--- src/rtl/mp1000_pkg.sv ---
// Shared MP1000 core constants: ioctl target indices, default fill byte and
// the upload responder's session states.
package mp1000_pkg;

    localparam logic [7:0] IDX_ROM_DOWNLOAD  = 8'h00;
    localparam logic [7:0] IDX_CART_DOWNLOAD = 8'h01;
    localparam logic [7:0] IDX_RAM_UPLOAD    = 8'h02;

    localparam logic [7:0] FILL_DEFAULT = 8'hFF;

    typedef enum logic [1:0] {
        UPL_IDLE,
        UPL_READY,
        UPL_REQ,
        UPL_LAT
    } upl_state_e;

    function automatic logic [15:0] sat_inc16(input logic [15:0] v);
        return (v == 16'hFFFF) ? v : v + 16'd1;
    endfunction

endpackage

--- src/rtl/mp1000_ioctl_uploader_if.sv ---
// Request/grant read port into the shared MP1000 work RAM arbiter.
interface mp1000_ioctl_uploader_if #(
    parameter int ADDR_W = 16
) ();

    logic              mem_req;
    logic [ADDR_W-1:0] mem_addr;
    logic              mem_gnt;
    logic [7:0]        mem_q;

    modport master (output mem_req, mem_addr, input  mem_gnt, mem_q);
    modport slave  (input  mem_req, mem_addr, output mem_gnt, mem_q);

endinterface

--- src/rtl/mp1000_ioctl_uploader.sv ---
// Host ioctl upload responder: fetches requested bytes from work RAM through
// the arbitrated read port, stalling the host with ioctl_wait meanwhile.
module mp1000_ioctl_uploader
    import mp1000_pkg::*;
#(
    parameter int         ADDR_W       = 16,
    parameter int         REGION_SIZE  = 1024,
    parameter int         RD_LAT       = 1,
    parameter logic [7:0] UPLOAD_INDEX = IDX_RAM_UPLOAD,
    parameter logic [7:0] FILL         = FILL_DEFAULT
) (
    input  logic                           clk_sys,
    input  logic                           reset_n,
    input  logic                           ioctl_upload,
    input  logic [7:0]                     ioctl_index,
    input  logic                           ioctl_rd,
    input  logic [24:0]                    ioctl_addr,
    output logic [7:0]                     ioctl_din,
    output logic                           ioctl_wait,
    mp1000_ioctl_uploader_if.master        mem,
    output logic                           upload_active,
    output logic [15:0]                    upload_bytes,
    output logic [7:0]                     upload_xor
);

    localparam logic [1:0] LAT_INIT = 2'(RD_LAT - 1);

    upl_state_e        state_q, state_d;
    logic              upload_q;
    logic [7:0]        din_q, din_d;
    logic              wait_q, wait_d;
    logic              req_q, req_d;
    logic [ADDR_W-1:0] addr_q, addr_d;
    logic [1:0]        lat_q, lat_d;
    logic              active_q, active_d;
    logic [15:0]       bytes_q, bytes_d;
    logic [7:0]        xor_q, xor_d;

    logic upload_rise;
    logic in_range;

    assign upload_rise = ioctl_upload && !upload_q;
    // Full 25-bit compare: high address bits never alias into the region.
    assign in_range    = {7'd0, ioctl_addr} < 32'(REGION_SIZE);

    always_comb begin
        // NOTE: every next-state value defaults to its current value first so
        // no path through the case leaves a signal unassigned (no latches).
        state_d  = state_q;
        din_d    = din_q;
        wait_d   = wait_q;
        req_d    = req_q;
        addr_d   = addr_q;
        lat_d    = lat_q;
        active_d = active_q;
        bytes_d  = bytes_q;
        xor_d    = xor_q;

        if (!ioctl_upload) begin
            // Session closed: drop any fetch in flight, keep counters and data.
            state_d  = UPL_IDLE;
            req_d    = 1'b0;
            wait_d   = 1'b0;
            active_d = 1'b0;
        end else begin
            unique case (state_q)
                UPL_IDLE: begin
                    if (upload_rise) begin
                        if (ioctl_index == UPLOAD_INDEX) begin
                            state_d  = UPL_READY;
                            active_d = 1'b1;
                            bytes_d  = '0;
                            xor_d    = '0;
                        end
                    end else if (ioctl_rd) begin
                        din_d = FILL;
                    end
                end
                UPL_READY: begin
                    if (ioctl_rd) begin
                        if (in_range) begin
                            state_d = UPL_REQ;
                            req_d   = 1'b1;
                            wait_d  = 1'b1;
                            addr_d  = ioctl_addr[ADDR_W-1:0];
                        end else begin
                            din_d   = FILL;
                            bytes_d = sat_inc16(bytes_q);
                            xor_d   = xor_q ^ FILL;
                        end
                    end
                end
                UPL_REQ: begin
                    if (mem.mem_gnt) begin
                        state_d = UPL_LAT;
                        req_d   = 1'b0;
                        lat_d   = LAT_INIT;
                    end
                end
                UPL_LAT: begin
                    if (lat_q == 2'd0) begin
                        state_d = UPL_READY;
                        din_d   = mem.mem_q;
                        wait_d  = 1'b0;
                        bytes_d = sat_inc16(bytes_q);
                        xor_d   = xor_q ^ mem.mem_q;
                    end else begin
                        lat_d = lat_q - 2'd1;
                    end
                end
                default: state_d = UPL_IDLE;
            endcase
        end
    end

    // NOTE: state registers use non-blocking assignments so every flop
    // samples pre-edge values regardless of statement order.
    always_ff @(posedge clk_sys or negedge reset_n) begin
        if (!reset_n) begin
            state_q  <= UPL_IDLE;
            upload_q <= 1'b0;
            din_q    <= FILL;
            wait_q   <= 1'b0;
            req_q    <= 1'b0;
            addr_q   <= '0;
            lat_q    <= '0;
            active_q <= 1'b0;
            bytes_q  <= '0;
            xor_q    <= '0;
        end else begin
            state_q  <= state_d;
            upload_q <= ioctl_upload;
            din_q    <= din_d;
            wait_q   <= wait_d;
            req_q    <= req_d;
            addr_q   <= addr_d;
            lat_q    <= lat_d;
            active_q <= active_d;
            bytes_q  <= bytes_d;
            xor_q    <= xor_d;
        end
    end

    assign ioctl_din     = din_q;
    assign ioctl_wait    = wait_q;
    assign mem.mem_req   = req_q;
    assign mem.mem_addr  = addr_q;
    assign upload_active = active_q;
    assign upload_bytes  = bytes_q;
    assign upload_xor    = xor_q;

endmodule

--- src/flat_wrapper.sv ---
// flat-port wrapper written by rule: the top's interface ports become plain ports
module mp1000_ioctl_uploader_flat import mp1000_pkg::*;
#(
    parameter int         ADDR_W       = 16,
    parameter int         REGION_SIZE  = 1024,
    parameter int         RD_LAT       = 1,
    parameter logic [7:0] UPLOAD_INDEX = IDX_RAM_UPLOAD,
    parameter logic [7:0] FILL         = FILL_DEFAULT
)
  (clk_sys, reset_n, ioctl_upload, ioctl_index, ioctl_rd, ioctl_addr, ioctl_din, ioctl_wait, upload_active, upload_bytes, upload_xor, mem_mem_req, mem_mem_addr, mem_mem_gnt, mem_mem_q);
  mp1000_ioctl_uploader_if #(.ADDR_W(ADDR_W)) mem_i ();
  input  logic clk_sys;
  input  logic reset_n;
  input  logic ioctl_upload;
  input  logic [7:0] ioctl_index;
  input  logic ioctl_rd;
  input  logic [24:0] ioctl_addr;
  output logic [7:0] ioctl_din;
  output logic ioctl_wait;
  output logic upload_active;
  output logic [15:0] upload_bytes;
  output logic [7:0] upload_xor;
  output wire logic [$bits(mem_i.mem_req)-1:0] mem_mem_req;
  output wire logic [$bits(mem_i.mem_addr)-1:0] mem_mem_addr;
  input wire logic [$bits(mem_i.mem_gnt)-1:0] mem_mem_gnt;
  input wire logic [$bits(mem_i.mem_q)-1:0] mem_mem_q;
  assign mem_mem_req = mem_i.mem_req;
  assign mem_mem_addr = mem_i.mem_addr;
  assign mem_i.mem_gnt = mem_mem_gnt;
  assign mem_i.mem_q = mem_mem_q;
  mp1000_ioctl_uploader #(.ADDR_W(ADDR_W), .REGION_SIZE(REGION_SIZE), .RD_LAT(RD_LAT), .UPLOAD_INDEX(UPLOAD_INDEX), .FILL(FILL)) u_core (.clk_sys(clk_sys), .reset_n(reset_n), .ioctl_upload(ioctl_upload), .ioctl_index(ioctl_index), .ioctl_rd(ioctl_rd), .ioctl_addr(ioctl_addr), .ioctl_din(ioctl_din), .ioctl_wait(ioctl_wait), .mem(mem_i), .upload_active(upload_active), .upload_bytes(upload_bytes), .upload_xor(upload_xor));
endmodule
--- config.mk ---
export PLATFORM = sky130hd
export DESIGN_NAME = mp1000_ioctl_uploader_flat
export DESIGN_NICKNAME = d
export VERILOG_FILES = /design/src/rtl/mp1000_pkg.sv /design/src/rtl/mp1000_ioctl_uploader_if.sv /design/src/rtl/mp1000_ioctl_uploader.sv /design/src/flat_wrapper.sv
export SDC_FILE = /design/constraint.sdc
export NUM_CORES = 1
export LEC_CHECK = 0
export CAP_MARGIN = 20
export CORE_MARGIN = 2
export CORE_UTILIZATION = 42
export CTS_CLUSTER_SIZE = 8
export DETAILED_ROUTE_END_ITERATION = 8
export PLACE_DENSITY = 0.79
export SLEW_MARGIN = 0
export SYNTH_ARGS = -nofsm -noshare
export SYNTH_HDL_FRONTEND = slang
export SYNTH_SLANG_ARGS = --single-unit
--- constraint.sdc ---
create_clock -name clk_sys -period 1.9 [get_ports clk_sys]
set_input_delay 0.19 -clock clk_sys [delete_from_list [all_inputs] [get_ports clk_sys]]
set_output_delay 0.19 -clock clk_sys [all_outputs]
set_load 0.05 [all_outputs]
==> results of run 1 <==
[worst max-delay path: cells and delay by family, from the launching register on]
family | cells | cell delay [ns]
AO/OA/AOI/OAI | 2 | 0.23
adder cells (fa/ha/maj) | 1 | 0.16
buffers and inverters | 2 | 0.32
flip-flops | 1 | 0.46
AND/OR/NAND/NOR | 3 | 0.66
[per-stage QoR]
stage | instance area, sq um | total power, mW | worst slack [ns]
finish | 4553 | 3.087 | -0.03897
detailed placement | 4254 | 2.381 | -0.2247
CTS | 4357 | 3.026 | -0.05082
global route | 4553 | 3.229 | -0.1194
floorplan | 3020 | 1.974 | 0.0001416
global placement | 4254 | 2.363 | -0.1776
[registers in the layout (all words and copies together) (netlist names)]
| register | flops |
|---|---|
| u_core.mem.mem_addr | 16 |
| u_core.upload_bytes | 16 |
| u_core.ioctl_din | 8 |
| u_core.upload_xor | 8 |
| u_core.lat_q | 2 |
| u_core.state_q | 2 |
| u_core.ioctl_wait | 1 |
| u_core.mem.mem_req | 1 |
| u_core.upload_active | 1 |
| u_core.upload_q | 1 |
[how the worst min path moves through the flow]
stage	startpoint	endpoint	slack [ns]	cells after the start
finish	reset_n	u_core.upload_bytes[0]	0.46	2
global route	ioctl_addr[0]	u_core.mem.mem_addr[0]	0.48	2
CTS	reset_n	u_core.mem.mem_addr[5]	0.47	2
detailed placement	reset_n	u_core.mem.mem_addr[5]	0.26	1
global placement	reset_n	u_core.mem.mem_addr[5]	0.26	1
floorplan	reset_n	u_core.ioctl_wait	-0.11	0
[area by class of cell]
cell class | instances | area, sq um
fill | 539 | 2278
multi-input combinational | 217 | 1600
sequential | 56 | 1433
timing repair buffer | 133 | 1292
tap | 96 | 120.1
clock buffer | 7 | 76.32
inverter | 7 | 26.28
clock inverter | 1 | 5.005
[placed cells by master, fill, tap and decap left out, drive strengths merged, types with 2 or more instances in the layout]
master,synthesis,layout
clkdlybuf4s50,0,94
dfrtp,48,48
buf,6,38
nand2,25,25
o21ai,25,25
nand3b,17,17
nor2b,14,14
a21oi,13,13
nand3,12,12
mux2,12,12
nand4,10,10
nand4b,9,9
dfstp,8,8
nor4,8,8
nor2,7,7
a31oi,7,7
clkbuf,8,7
inv,7,7
and2,6,6
nand2b,6,6
ha,6,6
nor3,5,5
and3,3,3
a41oi,3,3
a22o,3,3
or3,2,3
and4,3,3
nor3b,2,2
o21a,2,2
a31o,2,2
[power groups by stage]
stage | logic [mW] | clock network [mW] | registers, mW
after global routing | 1.10 | 0.715 | 1.42
after CTS | 0.967 | 0.659 | 1.40
after floorplan | 0.225 | 0 | 1.75
after global placement | 0.946 | 0 | 1.42
after detailed placement | 0.959 | 0 | 1.42
final | 1.03 | 0.649 | 1.40
[repair_timing]
action,in CTS,in global routing
gates resized for setup,3,30
endpoints found under the hold margin,26,0
endpoints found under the setup margin,24,38
hold buffers,1,0
cloned,0,1
setup buffers,0,8
pin swaps,2,17
[metal layers]
| metal | vias to the layer above | GRT usage (%) |
|---|---|---|
| li1 | 1341 | - |
| met1 | 1357 | 26.34 |
| met2 | 77 | 35.20 |
| met3 | 11 | 3.078 |
| met4 | 0 | 5.234 |
| met5 | - | 0 |
[cell families after synthesis]
| kind of cell | after synthesis |
|---|---|
| and+or+nand+nor | 132 |
| AOI/OAI and AO/OA | 65 |
| DFF | 56 |
| buffers and inverters | 21 |
| muxes | 13 |
| adders and majority gates | 6 |
==> flow_summary.yaml, run 1 <==
synthesis:
  synth_fa_ha_area_share_pct: 2.514
  ys_seq_area_share_pct: 47.26
  synth_mux_area_share_pct: 5.362
  async_flop_share_pct: 100.0
  netlist_area_sq_um: 2987
  synthSimpleGateAreaFrac_pct: 27.73
  synth_top_area_share_pct: 40.22
  synth_most_common_cell: "dfrtp_1"
  yosysWarnings: 0
  synth_area_leader_cell: "dfrtp_1"
  ys.flop_type: "dfrtp_1"
  synth_top_family_by_area: "simple AND/OR/NAND/NOR gates"
  synth_commonest_cells: "48 x dfrtp_1, 25 x nand2_1, 19 x o21ai_1, 17 x nand3b_1, 14 x nor2b_1"
  synthCells: 293
  syn-num-nets: 345
  syn_area_per_cell_sq_um: 10.19
  synth-edff-count: 0
  synth_seq_cells: 56
  synth_compound_area_share_pct: 13.82
  synth_top_cells_by_area: "dfrtp_1 40%, dfstp_2 7.0%, nand3b_1 4.3%"
  synth-xor-area-share_pct: 0
  ys_types: 50
drt:
  wl_met1_um: 3542
  routedWlPerCell_um: 15.70
  drc: 0
  drt-initial-drc-count: 156
  drtAntennaViolNets: 0
  dr_wl_met2_um: 4169
  firstDrtPassIters: 4
  wl_met3_um: 272
  vias_per_cell: 5.389
  routed_wl_um: 8117
  vias: 2786
  maxUsedRoutingLayer: "met4"
worst_setup_path:
  path_max_fanout: 6
  crit_end: "u_core.upload_bytes[14]"
  critPathLaunch: "u_core.state_q[0]"
  cp_common_cell: "buf_6"
  r2r-start: "u_core.state_q[0]"
  r2r_cells: 8
  cp_data_arrival_time_ns: 2.14
  ff2ff_setup_slack_ns: -0.04
  crit_required_ns: 2.10
  reg2reg_to: "u_core.upload_bytes[14]"
  critPathLaunchType: "register"
  cpPeakStageDelay_ns: 0.46
  slowest_stage: "dfrtp_2"
  crit_type: "register to register"
  cp_cell_sequence: "buf_6, ha_4, nand2b_4, nand4b_1, buf_6, or3_4, o21ai_2, o41ai_2"
  endpoint_kind: "register"
power_and_ir_drop:
  max-vdd-ir-drop_uv: 538.1
  leakagePower_nw: 1.859
  p_switching_mw: 1.070
  p_seq_share_pct: 45.5
  netSwitchingFraction_pct: 34.67
  comb_power_share_pct: 33.5
  p_per_area_nw_per_um2: 678.0
  intPower_mw: 2.017
  clkPwrFrac_pct: 21.0
sta:
  period_needed_ns: 1.939
  setup_violations: 6
  relSlewSlack_pct: 54.51
  drv_slew: 0
  whs_ns: 0.4590
  rsz0062_at_grt: "true"
  finalHoldViolations: 0
  tns_ns: -0.1248
  clock_skew_ns: 0.005905
  setup_ws_ns: -0.03897
  fin_crit_sh_pct: 102.1
  fmax_mhz: 515.7
  worst_pin_slew_ns: 0.6823
placed_design:
  post-place-cells: 499
  portBuffers: 96
  dp_hpwl_um: 5685
  gp_congestion: 0.8465
outcome:
  status: "finished, violations left"
  violations: "setup timing"
run:
  maxCapViolCount: 0
die:
  dieArea_sq_um: 7801
  start_util_pct: 43.72
  ioPinCount: 97
  rows: 30
  core_area_sq_um: 6832
  fp.dieW_um: 88.33
  die_h_um: 88.33
finish:
  finalCoreUtilization_pct: 66.65
  area_growth_pct: 52.45
  drive_gt1_share_pct: 24.23
  finalNetCount: 472
  n_antenna_cell: 0
  final_cell_count_no_fill: 517
grt:
  grt_max_degree: 31
  grt_pass1_wl_um: 12580
  grt_pass1_vias: 2687
  grt.total_usage_pct: 20.19
  grt_overflow: 0
  antenna_found_initial: 0
clock_tree:
  cts_tree: "built"
  numCtsBuffers: 5
  cts.clk_slew.worst_paths_ns: 0.10
  cts_buffer_depth: 2
  htreeDepth: 2
  clockRootBuffer: "clkbuf_8"
  clkSinkCount: 56
  clkLatencyLatePin_ns: 0.31
worst_hold_path:
  hold_path_class: "primary input to async pin"
(Power assumes the default switching activity.)
==> run 2, diff against run 1 <==
--- a/config.mk
+++ b/config.mk
@@ -5,12 +5,13 @@
 export SDC_FILE = /design/constraint.sdc
 export NUM_CORES = 1
 export LEC_CHECK = 0
-export CAP_MARGIN = 20
+export CAP_MARGIN = 40
 export CORE_MARGIN = 2
 export CORE_UTILIZATION = 42
 export CTS_CLUSTER_SIZE = 8
 export DETAILED_ROUTE_END_ITERATION = 8
 export PLACE_DENSITY = 0.79
+export SETUP_SLACK_MARGIN = 0.02
 export SLEW_MARGIN = 0
 export SYNTH_ARGS = -nofsm -noshare
 export SYNTH_HDL_FRONTEND = slang
==> run 2 against run 1 <==
  * The run still ends with setup timing left
  * Utilization grew 4.7 points
  * Critical path depth is the same
  * Worst hold slack lost 0.046 ns
  * Combinational power grew 14%
  * Cell area grew 7.1%
  * Sequential share of layout area shrank 2.1 points
  * Power grew 11%
  * Sequential power is essentially flat
  * Wire length grew 11%
  * Non-clock buffer count grew 7
  * Critical path type unchanged
  * Largest cell class unchanged
==> flow_summary.yaml, run 2 (synthesis results as in run 1) <==
outcome:
  status: "finished, violations left"
  violations: "setup timing"
placed_design:
  portBuffers: 96
  post-place-cells: 501
  place_ws_ns: -0.2378
  dp_hpwl_um: 5779
  gp_congestion: 0.8464
drt:
  drtAntennaViolNets: 0
  drt-initial-drc-count: 172
  drc: 0
  routed_wl_um: 8996
  routedWlPerCell_um: 17.20
  firstDrtPassIters: 5
  vias: 2950
  vias_per_cell: 5.641
worst_setup_path:
  reg2reg_to: "u_core.upload_bytes[0]"
  crit_required_ns: 2.09
  cp_data_arrival_time_ns: 2.18
  r2r-start: "u_core.state_q[1]"
  crit_type: "register to register"
  critPathLaunchType: "register"
  endpoint_kind: "register"
  path_max_fanout: 6
  r2r_cells: 8
  ff2ff_setup_slack_ns: -0.09
power_and_ir_drop:
  leakagePower_nw: 2.013
  p_seq_share_pct: 41.4
  p_switching_mw: 1.146
  total_power_mw: 3.438
  clkPwrFrac_pct: 24.6
  comb_power_share_pct: 33.9
  max-vdd-ir-drop_uv: 385.6
  intPower_mw: 2.292
  p_per_area_nw_per_um2: 705.1
  netSwitchingFraction_pct: 33.32
die:
  core_area_sq_um: 6832
  start_util_pct: 43.72
  fp.dieW_um: 88.33
  rows: 30
  ioPinCount: 97
  dieArea_sq_um: 7801
  die_h_um: 88.33
finish:
  final_cell_count_no_fill: 523
  drive_gt1_share_pct: 32.32
  fill_cells: 470
  n_antenna_cell: 0
  final_common_cell: "clkdlybuf4s50_1"
  finalNetCount: 478
  layout_common_cells: "90 x clkdlybuf4s50_1, 31 x dfrtp_1, 26 x buf_4"
  area_growth_pct: 63.26
grt:
  antenna_found_initial: 0
  grt_max_degree: 32
  grt_pass1_vias: 2737
  grt_overflow: 0
  grt_pass1_wl_um: 12800
  grt.total_usage_pct: 20.67
clock_tree:
  cts_tree: "built"
  htreeDepth: 2
  clockRootBuffer: "clkbuf_8"
  clkSinkCount: 56
  clkLatencyLatePin_ns: 0.31
  cts.clk_slew.worst_paths_ns: 0.10
  cts_buffer_depth: 2
  numCtsBuffers: 5
sta:
  relSlewSlack_pct: 61.29
  rsz0062_at_grt: "true"
  finalHoldViolations: 0
  fin_crit_sh_pct: 104.8
  drv_slew: 0
  clock_skew_ns: 0.01133
  fmax_mhz: 502.4
  period_needed_ns: 1.991
  setup_ws_ns: -0.09062
  worst_pin_slew_ns: 0.5807
  setup_violations: 30
  tns_ns: -1.298
worst_hold_path:
  hold_path_class: "primary input to async pin"
run:
  maxCapViolCount: 0
==> run 2: area by class of cell <==
cell class / instances / area (sq um) / area share [%]
multi-input cells: 216 / 1757 / 36.03
repair buffers: 140 / 1409 / 28.89
clock inverters: 1 / 30.03 / 0.6159
well taps: 96 / 120.1 / 2.463
inverters: 7 / 31.28 / 0.6415
clock buffers: 7 / 96.34 / 1.976
flip-flops and latches: 56 / 1433 / 29.38
==> run 2: critical path, cell delays in order (launching register included) <==
cell	delay [ns]
dfrtp_2	0.47
inv_4	0.10
ha_4	0.19
nor4b_4	0.19
and4_4	0.33
nor3_4	0.06
buf_6	0.13
o21ai_2	0.07
mux2_4	0.31
==> run 2: stage by stage <==
stage	area (sq um)	hold slack (ns)	util [%]
4_1_cts	4544	0.4018	66.52
6_report	4876	0.4125	71.37
2_1_floorplan	3023	-0.1056	-
5_1_grt	4876	0.4475	71.37
3_5_place_dp	4262	0.2092	62.38
3_3_place_gp	4262	0.2136	62.38
==> run 2: how the worst max path moves through the flow <==
stage / slack, ns / startpoint / end
floorplan: 0.009 / u_core.upload_bytes[8] / u_core.upload_bytes[9]
global placement: -0.17 / ioctl_addr[24] / u_core.mem.mem_addr[4]
detailed placement: -0.24 / ioctl_addr[20] / u_core.mem.mem_addr[4]
CTS: -0.04 / u_core.state_q[1] / u_core.upload_bytes[14]
global route: -0.13 / u_core.state_q[1] / u_core.upload_bytes[9]
finish: -0.09 / u_core.state_q[1] / u_core.upload_bytes[0]
==> run 2: routing by layer <==
| metal | wire length, um | up-vias | track usage (%) |
|---|---|---|---|
| met3 | 467 | 19 | 3.545 |
| met1 | 3486 | 1448 | 25.73 |
| met2 | 4876 | 132 | 36.98 |
| li1 | - | 1351 | - |
| met4 | 166 | 0 | 5.785 |
| met5 | 0 | - | 0 |
==> run 2: timing repair <==
item,in CTS,in global routing
endpoints found under the hold margin,24,0
pin swaps,7,20
hold buffers,1,0
setup buffers,4,5
gates cloned,1,3
endpoints found under the setup margin,32,41
resized for setup,26,59
==> run 2: power groups by stage <==
stage | logic (mW) | registers [mW] | clock network [mW]
global route | 1.23 | 1.43 | 0.913
floorplan | 0.225 | 1.75 | 0
global placement | 0.959 | 1.42 | 0
finish | 1.17 | 1.42 | 0.847
detailed placement | 0.974 | 1.42 | 0
CTS | 1.03 | 1.40 | 0.870
